[src/rtl/fetch_stage_pkg.sv]
// fetch_stage_pkg: shared widths and fetch FSM state encodings
package fetch_stage_pkg;
  localparam int unsigned ADDR_SIZE  = 32;
  localparam int unsigned INSTR_SIZE = 32;
  typedef enum logic [1:0] {FS_REQ, FS_WAIT, FS_HOLD} fs_state_t;
endpackage

[src/rtl/fetch_stage.sv]
// fetch_stage: PC owner issuing one imem request at a time and feeding decode through a 1-entry hold buffer
module fetch_stage
  import fetch_stage_pkg::*;
#(
  parameter int unsigned       ADDR_W   = ADDR_SIZE,
  parameter int unsigned       INSTR_W  = INSTR_SIZE,
  parameter logic [ADDR_W-1:0] RESET_PC = '0,
  parameter int unsigned       PC_STEP  = 4
) (
  input  logic               clk,
  input  logic               reset,
  output logic               imem_req_valid,
  output logic [ADDR_W-1:0]  imem_req_addr,
  input  logic               imem_req_ready,
  input  logic               imem_resp_valid,
  input  logic [INSTR_W-1:0] imem_resp_data,
  output logic [ADDR_W-1:0]  PC_out,
  output logic [INSTR_W-1:0] instr_out,
  output logic               pipeline_out_valid,
  input  logic               stall,
  input  logic               flush,
  input  logic [ADDR_W-1:0]  flush_target
);
  fs_state_t state, state_n;
  logic [ADDR_W-1:0] pc, pc_n, buf_pc;
  logic [INSTR_W-1:0] buf_instr;
  logic drop, drop_n, buf_valid, buf_load, buf_clr, out_load, out_from_buf, free;
  logic [ADDR_W-1:0] pc_inc;
  assign pc_inc = pc + ADDR_W'(PC_STEP);
  assign free = !pipeline_out_valid || !stall;
  assign imem_req_valid = (state == FS_REQ) && !reset;
  assign imem_req_addr = pc;
  // next-state, PC redirect and load strobes for the output and hold registers
  always_comb begin
    state_n = state;
    pc_n = pc;
    drop_n = drop;
    buf_load = 1'b0;
    buf_clr = 1'b0;
    out_load = 1'b0;
    out_from_buf = 1'b0;
    case (state)
      FS_REQ: begin
        state_n = imem_req_ready ? FS_WAIT : FS_REQ;
        pc_n = flush ? flush_target : pc;
        drop_n = flush && imem_req_ready;
      end
      FS_WAIT: begin
        if (imem_resp_valid) begin
          state_n = FS_REQ;
          drop_n = 1'b0;
          if (flush) pc_n = flush_target;
          else if (!drop) begin
            pc_n = pc_inc;
            out_load = free;
            buf_load = !free;
            state_n = free ? FS_REQ : FS_HOLD;
          end
        end else if (flush) begin
          drop_n = 1'b1;
          pc_n = flush_target;
        end
      end
      FS_HOLD: begin
        if (flush) begin
          buf_clr = 1'b1;
          pc_n = flush_target;
          state_n = FS_REQ;
        end else if (!stall) begin
          out_load = buf_valid;
          out_from_buf = 1'b1;
          buf_clr = 1'b1;
          state_n = FS_REQ;
        end
      end
      default: state_n = FS_REQ;
    endcase
  end
  // FSM, PC, stale-response tracking and hold buffer
  always_ff @(posedge clk) begin
    if (reset) begin
      state <= FS_REQ;
      pc <= RESET_PC;
      drop <= 1'b0;
      buf_valid <= 1'b0;
      buf_pc <= '0;
      buf_instr <= '0;
    end else begin
      state <= state_n;
      pc <= pc_n;
      drop <= drop_n;
      if (buf_load) begin
        buf_valid <= 1'b1;
        buf_pc <= pc;
        buf_instr <= imem_resp_data;
      end else if (buf_clr) buf_valid <= 1'b0;
    end
  end
  // decode-facing registers: flush kills, stall holds, consumption without refill empties
  always_ff @(posedge clk) begin
    if (reset) begin
      pipeline_out_valid <= 1'b0;
      PC_out <= '0;
      instr_out <= '0;
    end else if (flush) pipeline_out_valid <= 1'b0;
    else if (out_load) begin
      pipeline_out_valid <= 1'b1;
      PC_out <= out_from_buf ? buf_pc : pc;
      instr_out <= out_from_buf ? buf_instr : imem_resp_data;
    end else if (!(stall && pipeline_out_valid)) pipeline_out_valid <= 1'b0;
  end
endmodule

[config.mk]
export PLATFORM = sky130hd
export DESIGN_NAME = fetch_stage
export DESIGN_NICKNAME = d
export VERILOG_FILES = /design/src/rtl/fetch_stage_pkg.sv /design/src/rtl/fetch_stage.sv
export SDC_FILE = /design/constraint.sdc
export NUM_CORES = 1
export LEC_CHECK = 0
export CAP_MARGIN = 20
export CORE_ASPECT_RATIO = 0.7
export CORE_MARGIN = 1
export CORE_UTILIZATION = 50
export DETAILED_ROUTE_END_ITERATION = 8
export PLACE_DENSITY = 0.8
export SYNTH_ARGS = -nofsm -noshare
export SYNTH_HDL_FRONTEND = slang
export SYNTH_SLANG_ARGS = --single-unit
[constraint.sdc]
create_clock -name clk -period 3.21 [get_ports clk]
set_input_delay 0.4815 -clock clk [delete_from_list [all_inputs] [get_ports clk]]
set_output_delay 0.4815 -clock clk [all_outputs]
set_load 0.02 [all_outputs]
======== Yosys cells after proc, flatten, opt, wreduce, memory -nomap -nowiden ========
Cells that the tools add are included.
word-level totals
  flip-flop bits (word level) ............. 165
  bits in latches ......................... 0
  RAM bits ................................ 0
  ROM bits ................................ 0
  word-level logic and storage cells ...... 73
  memories ................................ 0
operators by class
  add/subtract/negate cells ............... 1
  multiply operators ...................... 0
  div/mod/pow operators ................... 0
  magnitude comparators ................... 0
  eq/ne operators ......................... 7
  shifts and indexed selects .............. 0
  multiplexer cells ....................... 37
  bitwise gates (word level) .............. 1
  reduce and logical (&&, ||, !) cells .... 18
operators with widths
  operator                                              number
  2-to-1 mux 32 bit                                     6
  one-hot mux 32 bit (2 select lines)                   1
  adder 32 x 3 -> 32 bit (second input constant)        1
  2-to-1 mux 1 bit                                      21
  2-to-1 mux 2 bit                                      6
  AND reduction 2 bit                                   4
  != test 3 bit (second input constant)                 2
  one-hot mux 2 bit (3 select lines)                    1
  nonzero test 2 bit                                    3
  logical NOT 1 bit                                     4
  != test 2 bit (second input constant)                 2
  != test 4 bit (second input constant)                 1
  one-hot mux 1 bit (2 select lines)                    2
  OR reduction 2 bit                                    2
  logical AND 1 bit                                     3
  equality test 2 x 1 -> 1 bit (second input constant)  1
  equality test 2 bit (second input constant)           1
  logical NOT 2 bit                                     1
  logical OR 1 bit                                      1
  NOT 1 bit                                             1

======== Logic depth before layout (Yosys ltp) ========
Gate-level depths: netlist (run 1).
  word-level depth ........................ 8
  mapped depth ............................ 9
  mapped depth without buffers ............ 7

======== Least setup slack after synthesis (run 1) ========
OpenSTA, ideal clock, no wires.
  kind .................................... reg2reg
  start ................................... register state[0]
  end ..................................... register pc[24] (netlist: imem_req_addr[24])
  arrival time ............................ 2.080 ns
  required time ........................... 3.093 ns
  path slack .............................. 1.013 ns
  cell stages (with the launch flop) ...... 9
  path buffers ............................ 1
  period minus slack after synthesis ...... 2.197 ns
  cells stage by stage .................... dfxtp_1 inv_1 ha_1 or3b_1 buf_6 nor4_4 and2_4 o21ai_2 a32o_1
between the ends
  longest elaborated chain between the ends .. 4
RTL lines
  element                                                   line               source
  start, declared                                           fetch_stage.sv:24  fs_state_t state, state_n;
  start signal, assigned                                    fetch_stage.sv:89  state <= state_n;
  equality test 2 bit or logical NOT 2 bit (tied branches)  fetch_stage.sv:42  case (state)
  OR reduction 2 bit (no line)                              --
  nonzero test 2 bit (no line)                              --
  AND reduction 2 bit (no line)                             --
  end signal, assigned                                      fetch_stage.sv:90  pc <= pc_n;
  end, declared                                             fetch_stage.sv:25  logic [ADDR_W-1:0] pc, pc_n, buf_pc;
Parallel ways exist; a longest one is shown, timed or not.
A chain may end at the register's enable or synchronous reset.

======== Worst setup path in the final report (run 1) ========
  start ................................... register state[0]
  end ..................................... register pc[30] (netlist: imem_req_addr[30])
Same word-level chain as after synthesis.

==> results of run 1 <==
## layout make-up
| class | instances | share of cell area [%] |
|---|---|---|
| flip-flops and latches | 165 | 33.6 |
| clock inverters | 13 | 1.26 |
| clock buffers | 18 | 4.46 |
| inverters | 9 | 0.343 |
| multi-input cells | 635 | 37.8 |
| well taps | 190 | 2.41 |
| repair buffers | 197 | 20.1 |
## metrics by stage
stage	util (%)	power, uW	hold WS (ns)	instance area [um^2]
floorplan	-	2380	0.436	7370
global placement	65.6	2610	0.441	9280
detailed placement	65.6	2610	0.446	9280
CTS	69.6	4570	0.431	9840
global route	69.6	4700	0.450	9840
finish	69.6	4550	0.443	9840
## cell families after synthesis
family	synth area share, %
AOI/OAI and AO/OA	19.5
xor gates and xnor gates	0.238
adders and majority gates	0.848
buffers and inverters	4.99
DFF	44.8
muxes	9.65
and+or+nand+nor	20.0
## metal layers
| metal | GRT usage, % | wire [um] |
|---|---|---|
| met2 | 38.3 | 8780 |
| met5 | 0 | 0 |
| met3 | 6.34 | 1940 |
| met1 | 39.6 | 9570 |
| met4 | 10.1 | 320 |
## worst register-to-register path, cell delays in order (launching register included)
cell and delay (ns):
dfxtp_1 0.39, inv_1 0.08, ha_1 0.25, or3b_1 0.57
buf_4 0.25, nor4_1 0.46, and3_1 0.28, a31oi_1 0.09
a21boi_0 0.13
## how the worst max path moves through the flow
stage | start | to | slack, ns | depth (start not counted)
5_1_grt | state[0] | imem_req_addr[30] | 0.49 | 8
3_3_place_gp | imem_resp_valid | imem_req_addr[30] | 0.43 | 7
2_1_floorplan | state[0] | imem_req_addr[24] | 1.01 | 8
6_report | state[0] | imem_req_addr[30] | 0.61 | 8
3_5_place_dp | imem_resp_valid | imem_req_addr[30] | 0.43 | 7
4_1_cts | state[0] | imem_req_addr[30] | 0.68 | 8
## registers in the layout, indices dropped and copies added, names as in the netlist
register	cells
pipeline_out_valid	1
imem_req_addr	32
buf_pc	32
buf_valid	1
buf_instr	32
instr_out	32
PC_out	32
state	2
drop	1
## power groups by stage
stage | logic [uW] | registers (uW) | clock network, uW
after floorplan | 180 | 2200 | 0
after global placement | 418 | 2190 | 0
after detailed placement | 420 | 2190 | 0
after CTS | 423 | 2150 | 2000
after global routing | 457 | 2150 | 2090
final | 427 | 2150 | 1970
## cells in the final DEF, fill, tap and decap left out, types with 5 or more instances in the layout
cell type and n:
a211oi_1 67, a21oi_1 80, a22oi_1 10, and3_1 10, buf_12 7, buf_4 24
clkbuf_16 17, clkdlybuf4s50_1 166, clkinvlp_4 5, dfxtp_1 165, ha_1 5, inv_1 9
mux2i_1 70, nand2_1 159, nand3_1 17, nand4_1 8, nor2_1 98, nor3_1 13
nor4_1 6, o21ai_0 23, o22ai_1 8
==> results.py, run 1 <==
metrics = {
    "global_routing": {
        "antenna_found_initial": 0,
        "overflow": 0,
        "grt.total_usage_pct": 27.1,
        "grt_pass1_vias": 6309,
        "grt_max_degree": 129,
        "grt_pass1_wl_um": 32900,
    },
    "drt": {
        "drt_first_iter_violations": 586,
        "drtPass1Iterations": 8,
        "drc": 2,
        "vias_per_cell": 5.72,
        "wirelength_um": 20600,
        "ant_nets": 0,
        "vias": 7013,
        "wl_per_cell_um": 16.8,
    },
    "worst_setup_path": {
        "critPathCaptureType": "flop",
        "critical_path_class": "flop to flop",
        "reg2reg_slack_ns": 0.61,
        "worstPathArrival_ns": 2.91,
        "crit_path_cell_trace": "inv_1, ha_1, or3b_1, buf_4, nor4_1, and3_1, a31oi_1, a21boi_0",
        "r2r-start": "state[0]",
        "r2r_cells": 8,
        "critical_path.max_stage_delay_ns": 0.57,
        "cp-start-kind": "flop",
        "required_ns": 3.52,
        "cp_top_family": "simple AND/OR/NAND/NOR gates",
        "slowest_stage": "or3b_1",
        "path_max_fanout": 10,
        "path_buf_inv": 2,
        "rr_endpoint": "imem_req_addr[30]",
    },
    "yosys": {
        "ys_warn_count": 0,
        "synth_commonest_cells": "165 x dfxtp_1, 160 x nand2_1, 98 x nor2_1",
        "syn_avg_cell_area_um2": 8.31,
        "yosys.area.top_type": "dfxtp_1",
        "async_flop_share_pct": 0,
        "yosysMostFrequentCell": "dfxtp_1",
        "synth_area_leaders": "dfxtp_1 45%, mux2i_1 9.5%, nand2_1 8.1%",
        "yosys.area.top_type_share_pct": 44.8,
        "synth_seq_cells": 165,
        "syn_inst": 887,
        "ys_types": 64,
        "netlist_area_um2": 7370,
        "synth_edf_count": 0,
        "seq_area_frac_synth_pct": 44.8,
        "synth_nets": 962,
        "synth_ff_type": "dfxtp_1",
    },
    "timing": {
        "fin_worst_skew_ns": 0.00855,
        "rsz0062_at_grt": "false",
        "slew_headroom_pct": 54.1,
        "drv_slew": 0,
        "setup_viol": 0,
        "tns_ns": 0,
        "hold_violations": 0,
        "fmax_mhz": 384,
        "worstMarginPinSlew_ns": 0.688,
        "fin_crit_sh_pct": 81.2,
        "period_needed_ns": 2.60,
        "worst_slack_ns": 0.605,
    },
    "outcome": {
        "violations": "design-rule violations",
        "status": "complete, but fails checks",
    },
    "cts": {
        "cts-resized-gates": 0,
        "cts-htree-levels": 4,
        "hold_buffers": 0,
        "post_cts_buffers": 0,
        "cts_made_buffers": 17,
        "cts_sinks": 165,
        "cts.clk_slew.worst_paths_ns": 0.07,
        "clk-insertion-delay-late_ns": 0.42,
        "root_buffer": "clkbuf_16",
        "clock_path_buffers": 2,
        "cts_tree": "built",
    },
    "floorplan": {
        "rows": 36,
        "core_um2": 14100,
        "die_area_um2": 15200,
        "die_y_um": 104,
        "initial_core_util_pct": 52.1,
        "fp.dieW_um": 147,
        "ios": 168,
    },
    "hold_path": {
        "min-delay-start": "reset",
        "min_to": "state[1]",
        "whs_path_depth": 2,
        "hold_path.class": "primary input to flop",
    },
    "finish": {
        "fillers": 1171,
        "synthToLayoutAreaGrowth_pct": 33.5,
        "seqCellArea_um2": 3300,
        "multiInputGateArea_um2": 3720,
        "fin_cells": 1227,
        "drive_gt1_share_pct": 7.33,
        "layout.nets": 1100,
        "n_antenna_cell": 0,
    },
    "pwr": {
        "powerDensity_nw_per_um2": 462,
        "leakagePower_uw": 0.00319,
        "pwr-share-comb_pct": 9.4,
        "clkPwrFrac_pct": 43.3,
        "share_seq_of_total_power_pct": 47.3,
        "p_sw_share_pct": 25.5,
        "p_int_uw": 3390,
        "power_switching_uw": 1160,
        "ir_drop_v": 0.000367,
    },
    "job": {
        "cap_violations": 0,
    },
    "place": {
        "post-place-ws_ns": 0.430,
        "dpl.hpwl_um": 13700,
        "io_buffers": 167,
        "gp_congestion": 0.939,
        "place_inst": 1196,
    },
}
(Power assumes the default switching activity.)
==> inputs of run 2 (changes only) <==
--- a/config.mk
+++ b/config.mk
@@ -8,9 +8,9 @@
 export CAP_MARGIN = 20
 export CORE_ASPECT_RATIO = 0.7
 export CORE_MARGIN = 1
-export CORE_UTILIZATION = 50
+export CORE_UTILIZATION = 46
 export DETAILED_ROUTE_END_ITERATION = 8
-export PLACE_DENSITY = 0.8
+export PLACE_DENSITY = 0.77
 export SYNTH_ARGS = -nofsm -noshare
 export SYNTH_HDL_FRONTEND = slang
 export SYNTH_SLANG_ARGS = --single-unit
==> constraint.sdc (replaced) <==
create_clock -name clk -period 2.3 [get_ports clk]
set_input_delay 0.345 -clock clk [delete_from_list [all_inputs] [get_ports clk]]
set_output_delay 0.345 -clock clk [all_outputs]
set_load 0.02 [all_outputs]
==> results.py, run 2 (synthesis results as in run 1) <==
metrics = {
    "outcome": {
        "status": "completed",
    },
    "global_routing": {
        "grt_pass1_wl_um": 33900,
        "grt_use_met2_pct": 38.7,
        "grt_max_degree": 127,
        "overflow": 0,
        "antenna_found_initial": 0,
        "grt.busiest_layer": "met2",
        "grt_pass1_vias": 6652,
        "grt.total_usage_pct": 25.9,
        "gr-usage-met3_pct": 5.57,
        "grt_util_met1_pct": 37.2,
    },
    "job": {
        "cap_violations": 0,
    },
    "place": {
        "gp_congestion": 0.957,
        "place_area_um2": 9720,
        "place_inst": 1255,
        "io_buffers": 167,
        "dpl.hpwl_um": 14900,
    },
    "floorplan": {
        "die_area_um2": 16600,
        "rows": 38,
        "fp.dieW_um": 153,
        "core_um2": 15600,
        "initial_core_util_pct": 47.3,
        "die_y_um": 108,
        "ios": 168,
    },
    "drt": {
        "drt_first_iter_violations": 576,
        "drtPass1Iterations": 5,
        "vias": 7188,
        "drc": 0,
        "wirelength_um": 21200,
        "wl_per_cell_um": 16.5,
        "vias_per_cell": 5.59,
        "ant_nets": 0,
    },
    "pwr": {
        "powerDensity_nw_per_um2": 622,
        "power_switching_uw": 1630,
        "p_int_uw": 4780,
        "p_sw_share_pct": 25.5,
        "ir_drop_v": 0.000506,
        "clkPwrFrac_pct": 43.2,
        "pwr-share-comb_pct": 10.6,
        "leakagePower_uw": 0.00349,
        "share_seq_of_total_power_pct": 46.2,
    },
    "cts": {
        "cts.clk_slew.worst_paths_ns": 0.07,
        "root_buffer": "clkbuf_16",
        "clk-insertion-delay-late_ns": 0.43,
        "cts_made_buffers": 17,
        "cts_sinks": 165,
        "hold_buffers": 0,
        "cts-htree-levels": 4,
        "clock_path_buffers": 2,
        "cts_tree": "built",
    },
    "worst_setup_path": {
        "path_max_fanout": 11,
        "crit_path_cell_trace": "inv_1, ha_1, or3b_4, buf_4, nor3_1, buf_4, and3_1, xnor2_1, o22ai_1",
        "rr_endpoint": "imem_req_addr[9]",
        "crit_top_cell": "buf_4",
        "path_buf_inv": 3,
        "required_ns": 2.59,
        "worstPathArrival_ns": 2.46,
        "critical_path.max_stage_delay_ns": 0.44,
        "cp-start-kind": "flop",
        "critPathCaptureType": "flop",
        "slowest_stage": "or3b_4",
        "critical_path_class": "flop to flop",
        "r2r_cells": 9,
        "reg2reg_slack_ns": 0.12,
        "r2r-start": "state[1]",
        "cp_top_family": "simple AND/OR/NAND/NOR gates",
    },
    "finish": {
        "layout.nets": 1149,
        "multiInputGateArea_um2": 3740,
        "drive_gt1_share_pct": 11.7,
        "utilization_pct": 66.1,
        "final_area_um2": 10300,
        "synthToLayoutAreaGrowth_pct": 39.8,
        "fillers": 1257,
        "fin_cells": 1287,
        "layout_common_cells": "165 x dfxtp_1, 165 x clkdlybuf4s50_1, 159 x nand2_1",
        "seqCellArea_um2": 3300,
        "n_antenna_cell": 0,
    },
    "hold_path": {
        "hold_path.class": "primary input to flop",
        "min_to": "imem_req_addr[23]",
        "whs_path_depth": 3,
        "min-delay-start": "reset",
    },
    "timing": {
        "worstMarginPinSlew_ns": 0.596,
        "hold_violations": 0,
        "rsz0062_at_grt": "false",
        "fin_worst_skew_ns": 0.0167,
        "drv_slew": 0,
        "fmax_mhz": 459,
        "fin_crit_sh_pct": 94.6,
        "slew_headroom_pct": 60.3,
        "whs_ns": 0.431,
        "period_needed_ns": 2.18,
        "setup_viol": 0,
    },
}
[run 2: power groups by stage]
| stage | registers (uW) | logic, uW | clock network [uW] |
|---|---|---|---|
| floorplan | 3070 | 251 | 0 |
| global placement | 3030 | 661 | 0 |
| detailed placement | 3030 | 666 | 0 |
| CTS | 2960 | 671 | 2800 |
| global route | 2970 | 724 | 2930 |
| finish | 2960 | 679 | 2770 |
[run 2: final cells by class]
class / count / share of cell area [%]
clock buffer: 20 / 4.33
multi-input combinational: 635 / 36.3
clock inverter: 12 / 1.18
inverter: 9 / 0.328
tap: 200 / 2.43
timing repair buffer: 246 / 23.4
sequential: 165 / 32.0
[run 2: stage by stage]
step | setup TNS (ns) | setup slack (ns) | total power, uW
global route | 0 | 0.0230 | 6620
finish | 0 | 0.123 | 6410
global placement | -0.745 | -0.0984 | 3690
detailed placement | -1.64 | -0.160 | 3690
floorplan | 0 | 0.103 | 3330
CTS | 0 | 0.0326 | 6430
[run 2: worst max-delay path by stage]
stage	from	endpoint	cells past startpoint
2_1_floorplan	state[0]	imem_req_addr[24]	8
3_3_place_gp	imem_resp_valid	imem_req_addr[30]	7
3_5_place_dp	imem_resp_valid	imem_req_addr[30]	7
4_1_cts	state[0]	imem_req_addr[30]	8
5_1_grt	state[1]	imem_req_addr[28]	8
6_report	state[1]	imem_req_addr[9]	9
[run 2: what timing repair did]
action                                 in CTS  in global routing
setup buffers                               0                  0
resized for setup                           0                  4
setup endpoints to repair                   0                  7
endpoints found under the hold margin       0                  0
[run 2: metal layers]
metal  wire length, um  up-vias  share of wire (%)
met4               243        0                1.1
li1                  -     3529                  -
met2              9040      338                 43
met1             10000     3300                 47
met3              1900       21                8.9
met5                 0        -                  0
[run 2: worst reg2reg max path: cells and delay by family (launching register included)]
kind                       cells  cell delay [ns]
and+or+nand+nor                3             0.83
buffers and inverters          3             0.45
DFF                            1             0.37
adders and majority gates      1             0.19
xor gates and xnor gates       1             0.11
AOI/OAI and AO/OA              1             0.10
==> inputs of run 3 (changes only) <==
--- a/config.mk
+++ b/config.mk
@@ -5,7 +5,6 @@
 export SDC_FILE = /design/constraint.sdc
 export NUM_CORES = 1
 export LEC_CHECK = 0
-export CAP_MARGIN = 20
 export CORE_ASPECT_RATIO = 0.7
 export CORE_MARGIN = 1
 export CORE_UTILIZATION = 46
==> results of run 3 <==
No change in the layout: final DEF, timing and power equal those of run 2.
